[src/rtl/flit_rx_pkg.sv]
// Shared types and constants for the receive-side flit classification path.
// Latency: n/a (declarations only).
// Backpressure: n/a (declarations only).
package flit_rx_pkg;

    localparam int FLIT_SEQ_W = 8;

    // Two-bit flit type carried in the decoded header; RSVD is never legal on the wire.
    typedef enum logic [1:0] {
        IDLE    = 2'd0,
        NOP     = 2'd1,
        PAYLOAD = 2'd2,
        RSVD    = 2'd3
    } flit_type_e;

endpackage

[src/rtl/nak_withdraw_window.sv]
// Counts received flits after a NAK; window is open while the count is non-zero.
// Latency: window reflects the count after the previous edge (no combinational path from inputs).
// Backpressure: none; load, step and clear are accepted every cycle, clear > load > step.
module nak_withdraw_window #(
    parameter int NAK_WITHDRAW_FLITS = 4
) (
    input  logic clk,
    input  logic reset_n,
    input  logic clear,
    input  logic load,
    input  logic step,
    output logic window
);

    localparam int CNT_W = $clog2(NAK_WITHDRAW_FLITS + 1);
    localparam logic [CNT_W-1:0] LOAD_VAL = CNT_W'(NAK_WITHDRAW_FLITS);

    logic [CNT_W-1:0] cnt;

    // Reload on NAK (restarting a running window), otherwise count flits down to zero.
    always_ff @(posedge clk or negedge reset_n) begin
        if (!reset_n) begin
            cnt <= '0;
        end else if (clear) begin
            cnt <= '0;
        end else if (load) begin
            cnt <= LOAD_VAL;
        end else if (step && (cnt != '0)) begin
            cnt <= cnt - 1'b1;
        end
    end

    assign window = (cnt != '0);

endmodule

[src/rtl/rx_flit_classifier.sv]
// Classifies each decoded Rx flit into registered event pulses plus pre-flit context levels.
// Latency: 1 cycle from flit inputs to all outputs; RX_FLIT_STATS_EN adds 16-bit saturating counters.
// Backpressure: none; one flit accepted every cycle, back-to-back without bubbles.
module rx_flit_classifier
    import flit_rx_pkg::*;
#(
    parameter int NAK_WITHDRAW_FLITS = 4,
    parameter int SEQ_W              = FLIT_SEQ_W
) (
    input  logic             clk,
    input  logic             reset_n,
    input  logic             link_up,
    input  logic             flit_valid,
    input  logic             flit_crc_ok,
    input  logic [1:0]       flit_type,
    input  logic             flit_explicit_seq,
    input  logic [SEQ_W-1:0] flit_hdr_seq,
    input  logic             nak_sent,
    output logic             idleFlitReceived,
    output logic             validNopFlitReceived,
    output logic             validPayloadFlitReceived,
    output logic             explicitSeqNumFlitReceived,
    output logic             validNonIdleExplicitSeqNumFlitReceived,
    output logic             nonExplicitSeqNumFlitReceived,
    output logic             invalidFlitReceived,
    output logic             flitseqnum0,
    output logic [SEQ_W-1:0] flitSeqNum,
    output logic             priorFlitWasPayload,
    output logic             nonIdleExplicitSeqNumFlitRcvd,
    output logic             nakWithdrawalAllowed
`ifdef RX_FLIT_STATS_EN
    ,
    output logic [15:0]      invalid_flit_cnt,
    output logic [15:0]      payload_flit_cnt
`endif
);

    flit_type_e ftype;
    logic       good;
    logic       nonidle;
    logic       explicit_ok;
    logic       explicit_nonidle;
    logic       payload_ok;
    logic       invalid;
    logic       prior_payload;
    logic       seen_explicit;
    logic       window;

    assign ftype            = flit_type_e'(flit_type);
    assign good             = flit_valid & flit_crc_ok & (ftype != RSVD);
    assign nonidle          = (ftype != IDLE);
    assign explicit_ok      = good & flit_explicit_seq;
    assign explicit_nonidle = explicit_ok & nonidle;
    assign payload_ok       = good & (ftype == PAYLOAD);
    assign invalid          = flit_valid & ~good;

    // Event pulses: recomputed every cycle, so they are naturally zero when no flit is presented.
    always_ff @(posedge clk or negedge reset_n) begin
        if (!reset_n) begin
            idleFlitReceived                       <= 1'b0;
            validNopFlitReceived                   <= 1'b0;
            validPayloadFlitReceived               <= 1'b0;
            explicitSeqNumFlitReceived             <= 1'b0;
            validNonIdleExplicitSeqNumFlitReceived <= 1'b0;
            nonExplicitSeqNumFlitReceived          <= 1'b0;
            invalidFlitReceived                    <= 1'b0;
            flitseqnum0                            <= 1'b0;
            flitSeqNum                             <= '0;
        end else begin
            idleFlitReceived                       <= good & (ftype == IDLE);
            validNopFlitReceived                   <= good & (ftype == NOP);
            validPayloadFlitReceived               <= payload_ok;
            explicitSeqNumFlitReceived             <= explicit_ok;
            validNonIdleExplicitSeqNumFlitReceived <= explicit_nonidle;
            nonExplicitSeqNumFlitReceived          <= good & ~flit_explicit_seq & nonidle;
            invalidFlitReceived                    <= invalid;
            flitseqnum0                            <= explicit_ok & (flit_hdr_seq == '0);
            flitSeqNum                             <= explicit_ok ? flit_hdr_seq : '0;
        end
    end

    // Context levels capture internal state as it stood before the presented flit; held between flits.
    always_ff @(posedge clk or negedge reset_n) begin
        if (!reset_n) begin
            priorFlitWasPayload           <= 1'b0;
            nonIdleExplicitSeqNumFlitRcvd <= 1'b0;
            nakWithdrawalAllowed          <= 1'b0;
        end else if (flit_valid) begin
            priorFlitWasPayload           <= prior_payload;
            nonIdleExplicitSeqNumFlitRcvd <= seen_explicit;
            nakWithdrawalAllowed          <= window;
        end
    end

    // Internal context: prior-payload follows each flit, explicit-seen is sticky; link down clears both.
    always_ff @(posedge clk or negedge reset_n) begin
        if (!reset_n) begin
            prior_payload <= 1'b0;
            seen_explicit <= 1'b0;
        end else if (!link_up) begin
            prior_payload <= 1'b0;
            seen_explicit <= 1'b0;
        end else begin
            if (flit_valid) begin
                prior_payload <= payload_ok;
            end
            if (explicit_nonidle && (flit_hdr_seq != '0)) begin
                seen_explicit <= 1'b1;
            end
        end
    end

    nak_withdraw_window #(
        .NAK_WITHDRAW_FLITS (NAK_WITHDRAW_FLITS)
    ) u_nak_window (
        .clk     (clk),
        .reset_n (reset_n),
        .clear   (~link_up),
        .load    (nak_sent),
        .step    (flit_valid),
        .window  (window)
    );

`ifdef RX_FLIT_STATS_EN
    // Saturating statistics, updated on the same edge as the matching pulse; only reset clears them.
    always_ff @(posedge clk or negedge reset_n) begin
        if (!reset_n) begin
            invalid_flit_cnt <= '0;
            payload_flit_cnt <= '0;
        end else begin
            if (invalid && (invalid_flit_cnt != 16'hFFFF)) begin
                invalid_flit_cnt <= invalid_flit_cnt + 16'd1;
            end
            if (payload_ok && (payload_flit_cnt != 16'hFFFF)) begin
                payload_flit_cnt <= payload_flit_cnt + 16'd1;
            end
        end
    end
`endif

endmodule

[config.mk]
export PLATFORM = sky130hd
export DESIGN_NAME = rx_flit_classifier
export DESIGN_NICKNAME = d
export VERILOG_FILES = /design/src/rtl/flit_rx_pkg.sv /design/src/rtl/nak_withdraw_window.sv /design/src/rtl/rx_flit_classifier.sv
export SDC_FILE = /design/constraint.sdc
export NUM_CORES = 1
export LEC_CHECK = 0
export BUFFER_PORTS_ARGS = -buffer_cell sky130_fd_sc_hd__buf_4
export CORE_UTILIZATION = 50
export CTS_CLUSTER_SIZE = 25
export DETAILED_ROUTE_END_ITERATION = 10
export PLACE_DENSITY = 0.82
export REMOVE_ABC_BUFFERS = 1
export SLEW_MARGIN = 10
export SYNTH_ARGS = -nofsm -noshare
export SYNTH_HDL_FRONTEND = slang
export SYNTH_SLANG_ARGS = --single-unit
[constraint.sdc]
create_clock -name clk -period 3.2 [get_ports clk]
set_clock_uncertainty 0.1 [all_clocks]
set_input_delay 0.48 -clock clk [delete_from_list [all_inputs] [get_ports clk]]
set_output_delay 0.48 -clock clk [all_outputs]
set_load 0.05 [all_outputs]
==> results list <==
- The number of cells on the worst reg-to-reg path is 5.
- In this run the tightest slew margin relative to its limit is between 70% and 80%.
- CP top delay family: simple AND/OR/NAND/NOR gates
* Overflow left after global routing: 0
- In the final layout, the share of cells above drive strength 1 is 48.65%.
- After synthesis, flip-flops and latches occupy 64.95% of the total area.
* Aggregate routed wire length: between 1500 and 2000 um
* Worst VDD drop: 0.0002923 V
* X dimension of the die: about 45 um
* Instance count after placement with tap cells included: ~130
* Reg-to-reg setup timing slack: between 1.5 and 2 ns
- The number of clock buffers added by TritonCTS is 3.
* First-pass GRT wire length: approximately 2700 um
* Total power divided by cell area: 447.4 nW/um2
- Dividing the detail-routed wire length by the instance count gives 12.81 um.
- Area contributors post-synth: sky130_fd_sc_hd__dfrtp_1 (65%), sky130_fd_sc_hd__and2_2 (6.5%), sky130_fd_sc_hd__ha_1 (2.7%)
- The floorplan has 15 rows.
- Number of warnings reported in the yosys synthesis log: 0
- After detailed routing, the number of remaining DRC violations is 0.
* Weighted congestion reported at the end of routability-driven placement: about 0.74
* Final design utilization: about 73%
- The detail route stage leaves a number of antenna-violating nets equal to 0.
- Kind of capture point of the worst setup path: register
- Final Worst Setup Slack: 1.701 ns
- Chip height: 45.01 um
- Port buffering added 35 buffers.
- Max stage delay cell, worst path: sky130_fd_sc_hd__dfrtp_1
* Power consumption: about 570 uW
* Final worst path period need: about 1.5 ns
- Buffers and inverters on the worst path: 1
* Fill cell total of the finished layout: approximately 140
* Data required time of the critical path: ~3.3 ns
* Estimated wirelength of the detail-placed design: around 1300 um
- Clock slew at reported path FFs: 0.12 ns
* Total iterations of the first detailed-routing run: 2
- Antenna violations before repair: 0
- TritonCTS built the clock tree.
- The number of pins exceeding their max-slew limit in the final report is 0.
* Initial DRC count: 3
* Hold Crit Class: in2reg
* Number of global-route vias before repair: about 660
- Delay of the slowest critical-path stage: between 0.3 and 0.4 ns
- Critical Path Source Type: register
- In this run the count of I/O pins placed on the die edge is 36.
- Number of levels the H-tree was split into: 1
- The analysis attributes to cell leakage a power of 0.0006534 uW.
- The worst register-to-register path begins at u_nak_window.cnt[0].
* RSZ-0062 raised after global routing: no
- Transition time at the pin with the least slew margin: approximately 0.34 ns
- Clock latency on the worst-skew pair: about 0.31 ns
- For this design, the sink count on the clock tree is 24.
- Yosys cell types: 25
* Post-synthesis instance area: 924.6 um2
* Crit Path Max Fanout: 5
- The count of cells in the finished layout, fillers not included, comes to approximately 140.
- Status: complete, no violations
* DIE AREA: 2025 um2
* Signal arrival time at the worst endpoint: between 1.5 and 2 ns
* Worst-case clock buffer depth: 2
- The worst hold path passes through 2 cells.
* Largest net degree at the start of global routing: 25
- Timing analysis after detailed placement gives a worst setup slack of 1.671 ns.
- The synthesized design contains 24 register bits.
* Total number of vias: 664
* Final worst-path cycle share: 46.84%
* Cell count after synthesis: 71
- Relative to the synthesized area, the layout overhead comes to 36.81%.
- The final layout contains roughly 130 nets.
- The startpoint identified for the worst hold timing path is flit_explicit_seq.
* Effective utilization at floorplan: a little over half
- Dividing the synthesized area by the synthesized cell count gives 13.02 um2.
- Worst Hold Endpoint: nonExplicitSeqNumFlitReceived
- Max-cap violations in this run came to 0.
- Summed over all failing endpoints, the final setup total negative slack is 0 ns.
* Post-synth top area cell: sky130_fd_sc_hd__dfrtp_1
- Series of cell instances along the critical path: inv_1, ha_1, nor2b_1, or3_1, a21oi_1
- Global routing used 19.18% of the available tracks.
* Total count of hold-check failures in the final report: 0
- Start-to-end type of the worst setup path: reg2reg
* Share of the synthesized area in the top cell type: roughly 65%
* Core Box Area: about 1700 um2
- The endpoint identified for the worst register-to-register timing path is u_nak_window.cnt[1].
- Peak Freq: 667.1 MHz
- The repair_antennas step left the layout with diodes totalling 0.
- In the routed layout, each cell is associated on average with a via count of around 4.9.
- Total setup violations reported at the end of the flow: 0
* Root Buffer Master: sky130_fd_sc_hd__clkbuf_4
-- how the worst max path moves through the flow --
stage | startpoint | to | cells after the start | slack, ns
global placement | flit_hdr_seq[2] | seen_explicit | 4 | 1.73
CTS | nonIdleExplicitSeqNumFlitRcvd | nonIdleExplicitSeqNumFlitRcvd | 1 | 1.69
global route | u_nak_window.cnt[0] | u_nak_window.cnt[1] | 5 | 1.67
finish | u_nak_window.cnt[0] | u_nak_window.cnt[1] | 5 | 1.70
floorplan | u_nak_window.cnt[0] | u_nak_window.cnt[0] | 5 | 1.89
detailed placement | flit_hdr_seq[2] | seen_explicit | 4 | 1.67
-- power by group --
| group | internal (uW) | switching, uW | total (uW) |
|---|---|---|---|
| Clock | 69.5 | 83.1 | 153 |
| Combinational | 35.8 | 59.8 | 95.6 |
| Sequential | 314 | 4.20 | 318 |
-- synth_stat cells, drive strengths merged --
library cell and n:
mux2 2, nand2b 1, nor2b 1, nor3b 2, nor4 2, and3 1, nor3 3, nand2 4
and2 8, o21ai 3, and2b 1, nor2 1, nand3 1, a211oi 1, ha 2, dfrtp 24
a21oi 4, or3 2, o21a 3, xnor2 1, a21o 1, inv 3
-- per-layer routing --
layer / up-vias / track usage (%) / part of all wire, %
met5: - / 0 / 0
met4: 0 / 13.94 / 2.9
met3: 6 / 3.200 / 5.1
met2: 24 / 33.04 / 53
met1: 314 / 21.18 / 39
li1: 320 / - / -
-- final cells by class --
| cell class | count | area, um2 | area share (%) |
|---|---|---|---|
| clock buffer | 4 | 36.28 | 2.868 |
| timing repair buffer | 36 | 272.8 | 21.56 |
| sequential | 24 | 600.6 | 47.48 |
| inverter | 3 | 11.26 | 0.8902 |
| multi-input combinational | 44 | 312.8 | 24.73 |
| tap | 25 | 31.28 | 2.473 |
-- cell usage in the layout (no fill, tap or decap) --
cell	netlist	layout
sky130_fd_sc_hd__a211oi_1	1	1
sky130_fd_sc_hd__a21o_1	1	1
sky130_fd_sc_hd__a21oi_1	3	3
sky130_fd_sc_hd__a21oi_4	1	1
sky130_fd_sc_hd__and2_2	8	8
sky130_fd_sc_hd__and2b_2	1	1
sky130_fd_sc_hd__and3_2	1	1
sky130_fd_sc_hd__buf_4	0	35
sky130_fd_sc_hd__clkbuf_4	0	3
sky130_fd_sc_hd__clkbuf_8	0	1
sky130_fd_sc_hd__dfrtp_1	24	24
sky130_fd_sc_hd__dlygate4sd3_1	0	1
sky130_fd_sc_hd__ha_1	2	2
sky130_fd_sc_hd__inv_1	2	2
sky130_fd_sc_hd__inv_2	1	1
sky130_fd_sc_hd__mux2_2	2	2
sky130_fd_sc_hd__nand2_1	4	4
sky130_fd_sc_hd__nand2b_1	1	1
sky130_fd_sc_hd__nand3_1	1	1
sky130_fd_sc_hd__nor2_1	1	1
sky130_fd_sc_hd__nor2b_1	1	1
sky130_fd_sc_hd__nor3_1	3	3
sky130_fd_sc_hd__nor3b_1	1	1
sky130_fd_sc_hd__nor3b_2	1	1
sky130_fd_sc_hd__nor4_1	2	2
sky130_fd_sc_hd__o21a_1	3	3
sky130_fd_sc_hd__o21ai_0	3	3
sky130_fd_sc_hd__or3_1	2	2
sky130_fd_sc_hd__xnor2_1	1	1
-- cells by family (layout without fill, tap and decap cells) --
| kind of cell | after synthesis | in the layout | share of synthesized area, % |
|---|---|---|---|
| AND/OR/NAND/NOR | 27 | 27 | 18.67 |
| buffers and inverters | 3 | 43 | 1.218 |
| adder cells (fa/ha/maj) | 2 | 2 | 2.706 |
| AO/OA/AOI/OAI | 12 | 12 | 9.066 |
| multiplexers | 2 | 2 | 2.436 |
| XOR/XNOR | 1 | 1 | 0.9474 |
| flip-flops | 24 | 24 | 64.95 |
-- timing repair --
action | in CTS | in global routing
endpoints found under the hold margin | 24 | 0
buffers inserted | 0 | 0
hold buffers | 1 | 0
resized for setup | 0 | 0
-- sequential cells by signal, indices dropped and copies added (netlist names) --
| register | flops |
|---|---|
| priorFlitWasPayload | 1 |
| flitSeqNum | 8 |
| prior_payload | 1 |
| flitseqnum0 | 1 |
| idleFlitReceived | 1 |
| nakWithdrawalAllowed | 1 |
| nonExplicitSeqNumFlitReceived | 1 |
| seen_explicit | 1 |
| nonIdleExplicitSeqNumFlitRcvd | 1 |
| validNopFlitReceived | 1 |
| invalidFlitReceived | 1 |
| validPayloadFlitReceived | 1 |
| u_nak_window.cnt | 3 |
| validNonIdleExplicitSeqNumFlitReceived | 1 |
| explicitSeqNumFlitReceived | 1 |
-- through the flow --
step | hold WS (ns) | instance area, um2
final | 0.2419 | 1265
after global routing | 0.2267 | 1265
after CTS | 0.2282 | 1265
after detailed placement | 0.2870 | 1219
after global placement | 0.2876 | 1219
after floorplan | 0.08441 | 924.6
No activity file was read; power rests on OpenSTA's default activity.
